===== config.mk =====
export PLATFORM = sky130hd
export DESIGN_NAME = pc_unit_flat
export DESIGN_NICKNAME = d
export VERILOG_FILES = /design/src/rtl/pc_unit_if.sv /design/src/rtl/pc_unit.sv /design/src/flat_wrapper.sv
export SDC_FILE = /design/constraint.sdc
export NUM_CORES = 1
export LEC_CHECK = 0
export CAP_MARGIN = 30
export CELL_PAD_IN_SITES_DETAIL_PLACEMENT = 0
export CELL_PAD_IN_SITES_GLOBAL_PLACEMENT = 1
export CORE_UTILIZATION = 44
export DETAILED_ROUTE_END_ITERATION = 8
export PLACE_DENSITY = 0.83
export SKIP_LAST_GASP = 1
export SLEW_MARGIN = 0
export SYNTH_ARGS = -nofsm -noshare
export SYNTH_HDL_FRONTEND = slang
export SYNTH_SLANG_ARGS = --single-unit

===== constraint.sdc =====
create_clock -name clk -period 10.8 [get_ports clk]
set_input_delay 2.7 -clock clk [delete_from_list [all_inputs] [get_ports clk]]
set_output_delay 2.7 -clock clk [all_outputs]
set_load 0.005 [all_outputs]

===== src/rtl/pc_unit_if.sv =====
// Controller-facing bundle of the PC unit: next-PC controls in, PC/EPC/RAS state out.
interface pc_unit_if #(
    parameter int ADDR_W    = 32,
    parameter int RAS_DEPTH = 4
);
    localparam int PW = ADDR_W - 2;
    localparam int CW = $clog2(RAS_DEPTH) + 1;

    logic          PCWr;
    logic [1:0]    npc_sel;
    logic [15:0]   imm16;
    logic [25:0]   target26;
    logic [PW-1:0] jr_addr;
    logic          exc;
    logic          eret;
    logic          call;
    logic          ret;
    logic [PW-1:0] PC;
    logic [PW-1:0] PC_plus1;
    logic [PW-1:0] EPC;
    logic [PW-1:0] ras_top;
    logic [CW-1:0] ras_cnt;

    modport master (
        output PCWr, npc_sel, imm16, target26, jr_addr, exc, eret, call, ret,
        input  PC, PC_plus1, EPC, ras_top, ras_cnt
    );

    modport slave (
        input  PCWr, npc_sel, imm16, target26, jr_addr, exc, eret, call, ret,
        output PC, PC_plus1, EPC, ras_top, ras_cnt
    );
endinterface


===== src/rtl/pc_unit.sv =====
// Word-addressed program counter with next-PC selection, exception entry/return
// and a circular return-address stack for fetch-side return prediction.
module pc_unit #(
    parameter int          ADDR_W    = 32,
    parameter logic [31:0] RESET_PC  = 32'h0000_3000,
    parameter logic [31:0] EXC_VEC   = 32'h0000_4180,
    parameter int          RAS_DEPTH = 4
) (
    input logic       clk,
    input logic       rst,
    pc_unit_if.slave  bus
);
    localparam int PW   = ADDR_W - 2;
    localparam int PTRW = $clog2(RAS_DEPTH);
    localparam int CW   = PTRW + 1;

    localparam logic [PW-1:0] RESET_WORD = RESET_PC[ADDR_W-1:2];
    localparam logic [PW-1:0] EXC_WORD   = EXC_VEC[ADDR_W-1:2];
    localparam logic [CW-1:0] RAS_FULL   = CW'(RAS_DEPTH);

    logic [PW-1:0]   pc_q, pc_d;
    logic [PW-1:0]   epc_q, epc_d;
    logic [PTRW-1:0] rasPtr_q, rasPtr_d;
    logic [CW-1:0]   rasCnt_q, rasCnt_d;
    logic [PW-1:0]   rasMem_q [RAS_DEPTH];
    logic            rasWe;
    logic [PTRW-1:0] rasWaddr;

    logic [PW-1:0] pcPlus1;
    logic [PW-1:0] branchNpc;
    logic [PW-1:0] jumpNpc;
    logic [PW-1:0] npc;

    assign pcPlus1   = pc_q + 1'b1;
    assign branchNpc = pcPlus1 + {{(PW-16){bus.imm16[15]}}, bus.imm16};

    // At ADDR_W=28 the jump target covers the whole word address.
    generate
        if (PW > 26) begin : gJumpWide
            assign jumpNpc = {pcPlus1[PW-1:26], bus.target26};
        end else begin : gJumpFull
            assign jumpNpc = bus.target26;
        end
    endgenerate

    always_comb begin
        npc = pcPlus1;
        case (bus.npc_sel)
            2'd0:    npc = pcPlus1;
            2'd1:    npc = branchNpc;
            2'd2:    npc = jumpNpc;
            default: npc = bus.jr_addr;
        endcase
    end

    // Pointer addresses the current top; a push past full simply wraps over the oldest.
    always_comb begin
        pc_d     = pc_q;
        epc_d    = epc_q;
        rasPtr_d = rasPtr_q;
        rasCnt_d = rasCnt_q;
        rasWe    = 1'b0;
        rasWaddr = rasPtr_q;
        if (bus.exc) begin
            pc_d  = EXC_WORD;
            epc_d = pc_q;
        end else if (bus.eret) begin
            pc_d = epc_q;
        end else if (bus.PCWr) begin
            pc_d = npc;
            if (bus.call && bus.ret && rasCnt_q != '0) begin
                rasWe    = 1'b1;
                rasWaddr = rasPtr_q;
            end else if (bus.call) begin
                rasWe    = 1'b1;
                rasWaddr = rasPtr_q + 1'b1;
                rasPtr_d = rasPtr_q + 1'b1;
                if (rasCnt_q != RAS_FULL) begin
                    rasCnt_d = rasCnt_q + 1'b1;
                end
            end else if (bus.ret && rasCnt_q != '0) begin
                rasPtr_d = rasPtr_q - 1'b1;
                rasCnt_d = rasCnt_q - 1'b1;
            end
        end
    end

    always_ff @(posedge clk) begin
        if (rst) begin
            pc_q     <= RESET_WORD;
            epc_q    <= '0;
            rasPtr_q <= '0;
            rasCnt_q <= '0;
        end else begin
            pc_q     <= pc_d;
            epc_q    <= epc_d;
            rasPtr_q <= rasPtr_d;
            rasCnt_q <= rasCnt_d;
        end
    end

    always_ff @(posedge clk) begin
        if (!rst && rasWe) begin
            rasMem_q[rasWaddr] <= pcPlus1;
        end
    end

    assign bus.PC       = pc_q;
    assign bus.PC_plus1 = pcPlus1;
    assign bus.EPC      = epc_q;
    assign bus.ras_top  = (rasCnt_q == '0) ? '0 : rasMem_q[rasPtr_q];
    assign bus.ras_cnt  = rasCnt_q;
endmodule


===== src/flat_wrapper.sv =====
// flat-port wrapper written by rule: the top's interface ports become plain ports
module pc_unit_flat 
#(
    parameter int          ADDR_W    = 32,
    parameter logic [31:0] RESET_PC  = 32'h0000_3000,
    parameter logic [31:0] EXC_VEC   = 32'h0000_4180,
    parameter int          RAS_DEPTH = 4
)
  (clk, rst, bus_PCWr, bus_npc_sel, bus_imm16, bus_target26, bus_jr_addr, bus_exc, bus_eret, bus_call, bus_ret, bus_PC, bus_PC_plus1, bus_EPC, bus_ras_top, bus_ras_cnt);
  pc_unit_if #(.ADDR_W(ADDR_W), .RAS_DEPTH(RAS_DEPTH)) bus_i ();
  input logic clk;
  input logic rst;
  input wire logic [$bits(bus_i.PCWr)-1:0] bus_PCWr;
  input wire logic [$bits(bus_i.npc_sel)-1:0] bus_npc_sel;
  input wire logic [$bits(bus_i.imm16)-1:0] bus_imm16;
  input wire logic [$bits(bus_i.target26)-1:0] bus_target26;
  input wire logic [$bits(bus_i.jr_addr)-1:0] bus_jr_addr;
  input wire logic [$bits(bus_i.exc)-1:0] bus_exc;
  input wire logic [$bits(bus_i.eret)-1:0] bus_eret;
  input wire logic [$bits(bus_i.call)-1:0] bus_call;
  input wire logic [$bits(bus_i.ret)-1:0] bus_ret;
  output wire logic [$bits(bus_i.PC)-1:0] bus_PC;
  output wire logic [$bits(bus_i.PC_plus1)-1:0] bus_PC_plus1;
  output wire logic [$bits(bus_i.EPC)-1:0] bus_EPC;
  output wire logic [$bits(bus_i.ras_top)-1:0] bus_ras_top;
  output wire logic [$bits(bus_i.ras_cnt)-1:0] bus_ras_cnt;
  assign bus_i.PCWr = bus_PCWr;
  assign bus_i.npc_sel = bus_npc_sel;
  assign bus_i.imm16 = bus_imm16;
  assign bus_i.target26 = bus_target26;
  assign bus_i.jr_addr = bus_jr_addr;
  assign bus_i.exc = bus_exc;
  assign bus_i.eret = bus_eret;
  assign bus_i.call = bus_call;
  assign bus_i.ret = bus_ret;
  assign bus_PC = bus_i.PC;
  assign bus_PC_plus1 = bus_i.PC_plus1;
  assign bus_EPC = bus_i.EPC;
  assign bus_ras_top = bus_i.ras_top;
  assign bus_ras_cnt = bus_i.ras_cnt;
  pc_unit #(.ADDR_W(ADDR_W), .RESET_PC(RESET_PC), .EXC_VEC(EXC_VEC), .RAS_DEPTH(RAS_DEPTH)) u_core (.clk(clk), .rst(rst), .bus(bus_i));
endmodule

==> flow_metrics.env <==
export IMPL_die_area_um2=23500
export IMPL_wl_per_cell_um=21.2
export IMPL_slew_headroom_pct=30.0
export IMPL_drcViolationCount=0
export IMPL_clock_sinks=187
export IMPL_syn_inst=853
export IMPL_hpwl_um=20200
export IMPL_syn_num_nets=972
export IMPL_insertion_delay_ns=0.44
export IMPL_dp_slack_ns=4.35
export IMPL_synth_edf_count=120
export IMPL_cp_required_ns=8.10
export IMPL_synthMuxAreaShare_pct=15.5
export IMPL_crit_arrival_ns=3.96
export IMPL_use_met1_pct=34.4
export IMPL_fin_cells=1348
export IMPL_initial_utilization_pct=45.4
export IMPL_num_antenna_cells=0
export IMPL_die_w_um=153
export IMPL_coreArea_um2=22200
export IMPL_numCtsBuffers=17
export IMPL_endpoint_kind="output pin"
export IMPL_placement_rows=54
export IMPL_busiest_layer="met2"
export IMPL_syn_area_per_cell_um2=11.8
export IMPL_nNetsFinal=1174
export IMPL_cp_start_kind="flip-flop"
export IMPL_syn_to_final_growth_pct=29.5
export IMPL_hold_viol=0
export IMPL_cap_violations=0
export IMPL_vias_per_cell=5.75
export IMPL_crit_path_start="u_core.bus.PC[0]$_SDFFE_PP0P_"
export IMPL_path_class="flip-flop to output pin"
export IMPL_clk_path_buf_depth=2
export IMPL_die_y_um=153
export IMPL_r2r_end="u_core.bus.PC[29]$_SDFFE_PP0P_"
export IMPL_vias=7749
export IMPL_peakVddDrop_mv=0.0944
export IMPL_cts_tree="yes"
export IMPL_cts_hold_fix_buffers=0
export IMPL_post_synth_top_count_cell="edfxtp_1"
export IMPL_overflow=0
export IMPL_cts_max_level=4
export IMPL_synth_compound_area_share_pct=10.0
export IMPL_crit_fanout=7
export IMPL_cts_clk_slew_worst_paths_ns=0.07
export IMPL_io_pin_count=204
export IMPL_ant_nets=0
export IMPL_cts_resized=0
export IMPL_grt_pass1_wl_um=44200
export IMPL_power_density_nw_per_um2=124
export IMPL_critical_path_endpoint="bus_PC_plus1[26]"
export IMPL_synth_top_cell_area_share_pct=35.8
export IMPL_yosysUniqueCellTypes=63
export IMPL_ys_warnings_count=0
export IMPL_gp_congestion=0.904
export IMPL_period_minus_slack_ns=6.66
export IMPL_r2r_start="u_core.bus.PC[0]$_SDFFE_PP0P_"
export IMPL_rsz0062_at_grt="no"
export IMPL_worstMarginPinSlew_ns=1.05
export IMPL_reg2reg_slack_ns=5.88
export IMPL_min_path_type="flip-flop to flip-flop"
export IMPL_grt_pass1_vias=7708
export IMPL_drt_iter0_drc=614
export IMPL_nFillCells=1876
export IMPL_seq_area_frac_synth_pct=49.1
export IMPL_finalCritPeriodShare_pct=61.7
export IMPL_status="finished, final reports clean"
export IMPL_fin_setup_tns_ns=0
export IMPL_grt_max_degree=43
export IMPL_maxSlewViolCount=0
export IMPL_cts_setup_buffers=0
export IMPL_reg2reg_depth=16
export IMPL_port_buffer_count=203
export IMPL_fin_ws_ns=4.14
export IMPL_synth_cell_area_um2=10100
export IMPL_synth_top_family_by_area="multiplexers"
export IMPL_grt_antenna_before_repair=0
export IMPL_grtUsageMet2_pct=39.6
export IMPL_p_leak_nw=4.82
export IMPL_hold_slack_ns=0.531
export IMPL_routed_wl_um=28500
export IMPL_fin_skew_ns=0.0165
export IMPL_synth_seq_cells=187
export IMPL_met3_usage_pct=4.65
export IMPL_cts_root_buf="clkbuf_16"
export IMPL_drive_above_1_share_pct=11.1
export IMPL_placedCellCount=1316
export IMPL_synthTopCellsByArea="edfxtp_1 36%, dfxtp_1 13%, mux4_2 11%"
export IMPL_setup_violations=0
export IMPL_synthXorXnorAreaFrac_pct=5.41
export IMPL_track_usage_pct=25.0
export IMPL_yosysTopAreaCell="edfxtp_1"
export IMPL_synthAdderAreaFrac_pct=4.87
export IMPL_dr_pass1_iters=5
export IMPL_synthFlopType="edfxtp_1"
export IMPL_fmax_ghz=0.150
export IMPL_synth_commonest_cells="120 x edfxtp_1, 86 x nor2_1, 67 x dfxtp_1"
export IMPL_async_flop_share_pct=0
export IMPL_synth_simple_area_share_pct=12.6
cells by family after synthesis:
family | after synthesis
multiplexers | 93
flip-flops | 187
buffers and inverters | 67
AO/OA/AOI/OAI | 157
XOR/XNOR | 60
AND/OR/NAND/NOR | 251
adder cells (fa/ha/maj) | 38
routing by layer:
layer	up-vias	part of all wire, %
met4	0	2.6
met1	3750	44
met5	-	0
li1	3621	-
met3	49	6.8
met2	329	46
registers in the layout (all words and copies together) (netlist names), named ones only:
| name | count |
|---|---|
| u_core.rasMem_q | 120 |
| u_core.bus.EPC | 30 |
| u_core.rasPtr_q | 2 |
| u_core.bus.PC | 30 |
| u_core.bus.ras_cnt | 3 |
worst min-delay path by stage:
| stage | startpoint | endpoint | depth (start not counted) |
|---|---|---|---|
| floorplan | u_core.bus.EPC[15]$_SDFFE_PP0P_ | u_core.bus.PC[15]$_SDFFE_PP0P_ | 2 |
| global placement | u_core.bus.EPC[21]$_SDFFE_PP0P_ | u_core.bus.EPC[21]$_SDFFE_PP0P_ | 2 |
| detailed placement | u_core.bus.EPC[1]$_SDFFE_PP0P_ | u_core.bus.PC[1]$_SDFFE_PP0P_ | 2 |
| CTS | u_core.bus.EPC[26]$_SDFFE_PP0P_ | u_core.bus.EPC[26]$_SDFFE_PP0P_ | 2 |
| global route | u_core.bus.EPC[1]$_SDFFE_PP0P_ | u_core.bus.PC[1]$_SDFFE_PP0P_ | 2 |
| finish | u_core.bus.EPC[20]$_SDFFE_PP0P_ | u_core.bus.EPC[20]$_SDFFE_PP0P_ | 2 |
power breakdown:
part           internal [mW]  switching (mW)
sequential             0.767          0.0124
combinational          0.127           0.118
clock                  0.328           0.272
total                   1.22           0.402
worst max-delay path: stages (launching register included):
cell and delay [ns]:
dfxtp_1 0.44, ha_1 0.22, nand3_1 0.20, or3_1 0.46
nor4_1 0.57, and2_1 0.28, nand2_1 0.08, xnor2_1 0.62
clkdlybuf4s50_1 0.64
cells in the final DEF (no fill, tap or decap), drive strengths merged, types with 4 or more instances in the layout:
cell	count
a31oi	6
nand3	12
o22ai	7
nor4	6
o31ai	5
mux4	50
clkbuf	21
or3	4
and3	17
nand2b	4
mux2i	41
clkinvlp	4
xor2	22
ha	36
nor2	86
a221oi	4
and4	6
a21o	13
inv	30
nor3	17
edfxtp	120
o21a	4
nand2	48
xnor2	38
and2	33
clkdlybuf4s50	201
a21oi	48
dfxtp	67
a211oi	10
nand4	7
o21ai	26
buf	24
o21bai	8
stage by stage:
stage	total power, mW	area, µm²	util (%)
2_1_floorplan	0.924	10100	-
3_3_place_gp	1.04	12500	56.2
3_5_place_dp	1.04	12500	56.3
4_1_cts	1.63	13000	58.8
5_1_grt	1.68	13000	58.8
6_report	1.62	13000	58.8
layout make-up:
| type | count | area (µm²) | share of cell area, % |
|---|---|---|---|
| repair buffers | 225 | 2200 | 16.9 |
| multi-input cells | 599 | 4880 | 37.5 |
| inverters | 25 | 93.8 | 0.720 |
| clock buffers | 21 | 450 | 3.46 |
| clock inverters | 11 | 109 | 0.835 |
| flip-flops and latches | 187 | 4950 | 37.9 |
| well taps | 280 | 350 | 2.69 |
Note: power is estimated with default switching activity, not from simulation.
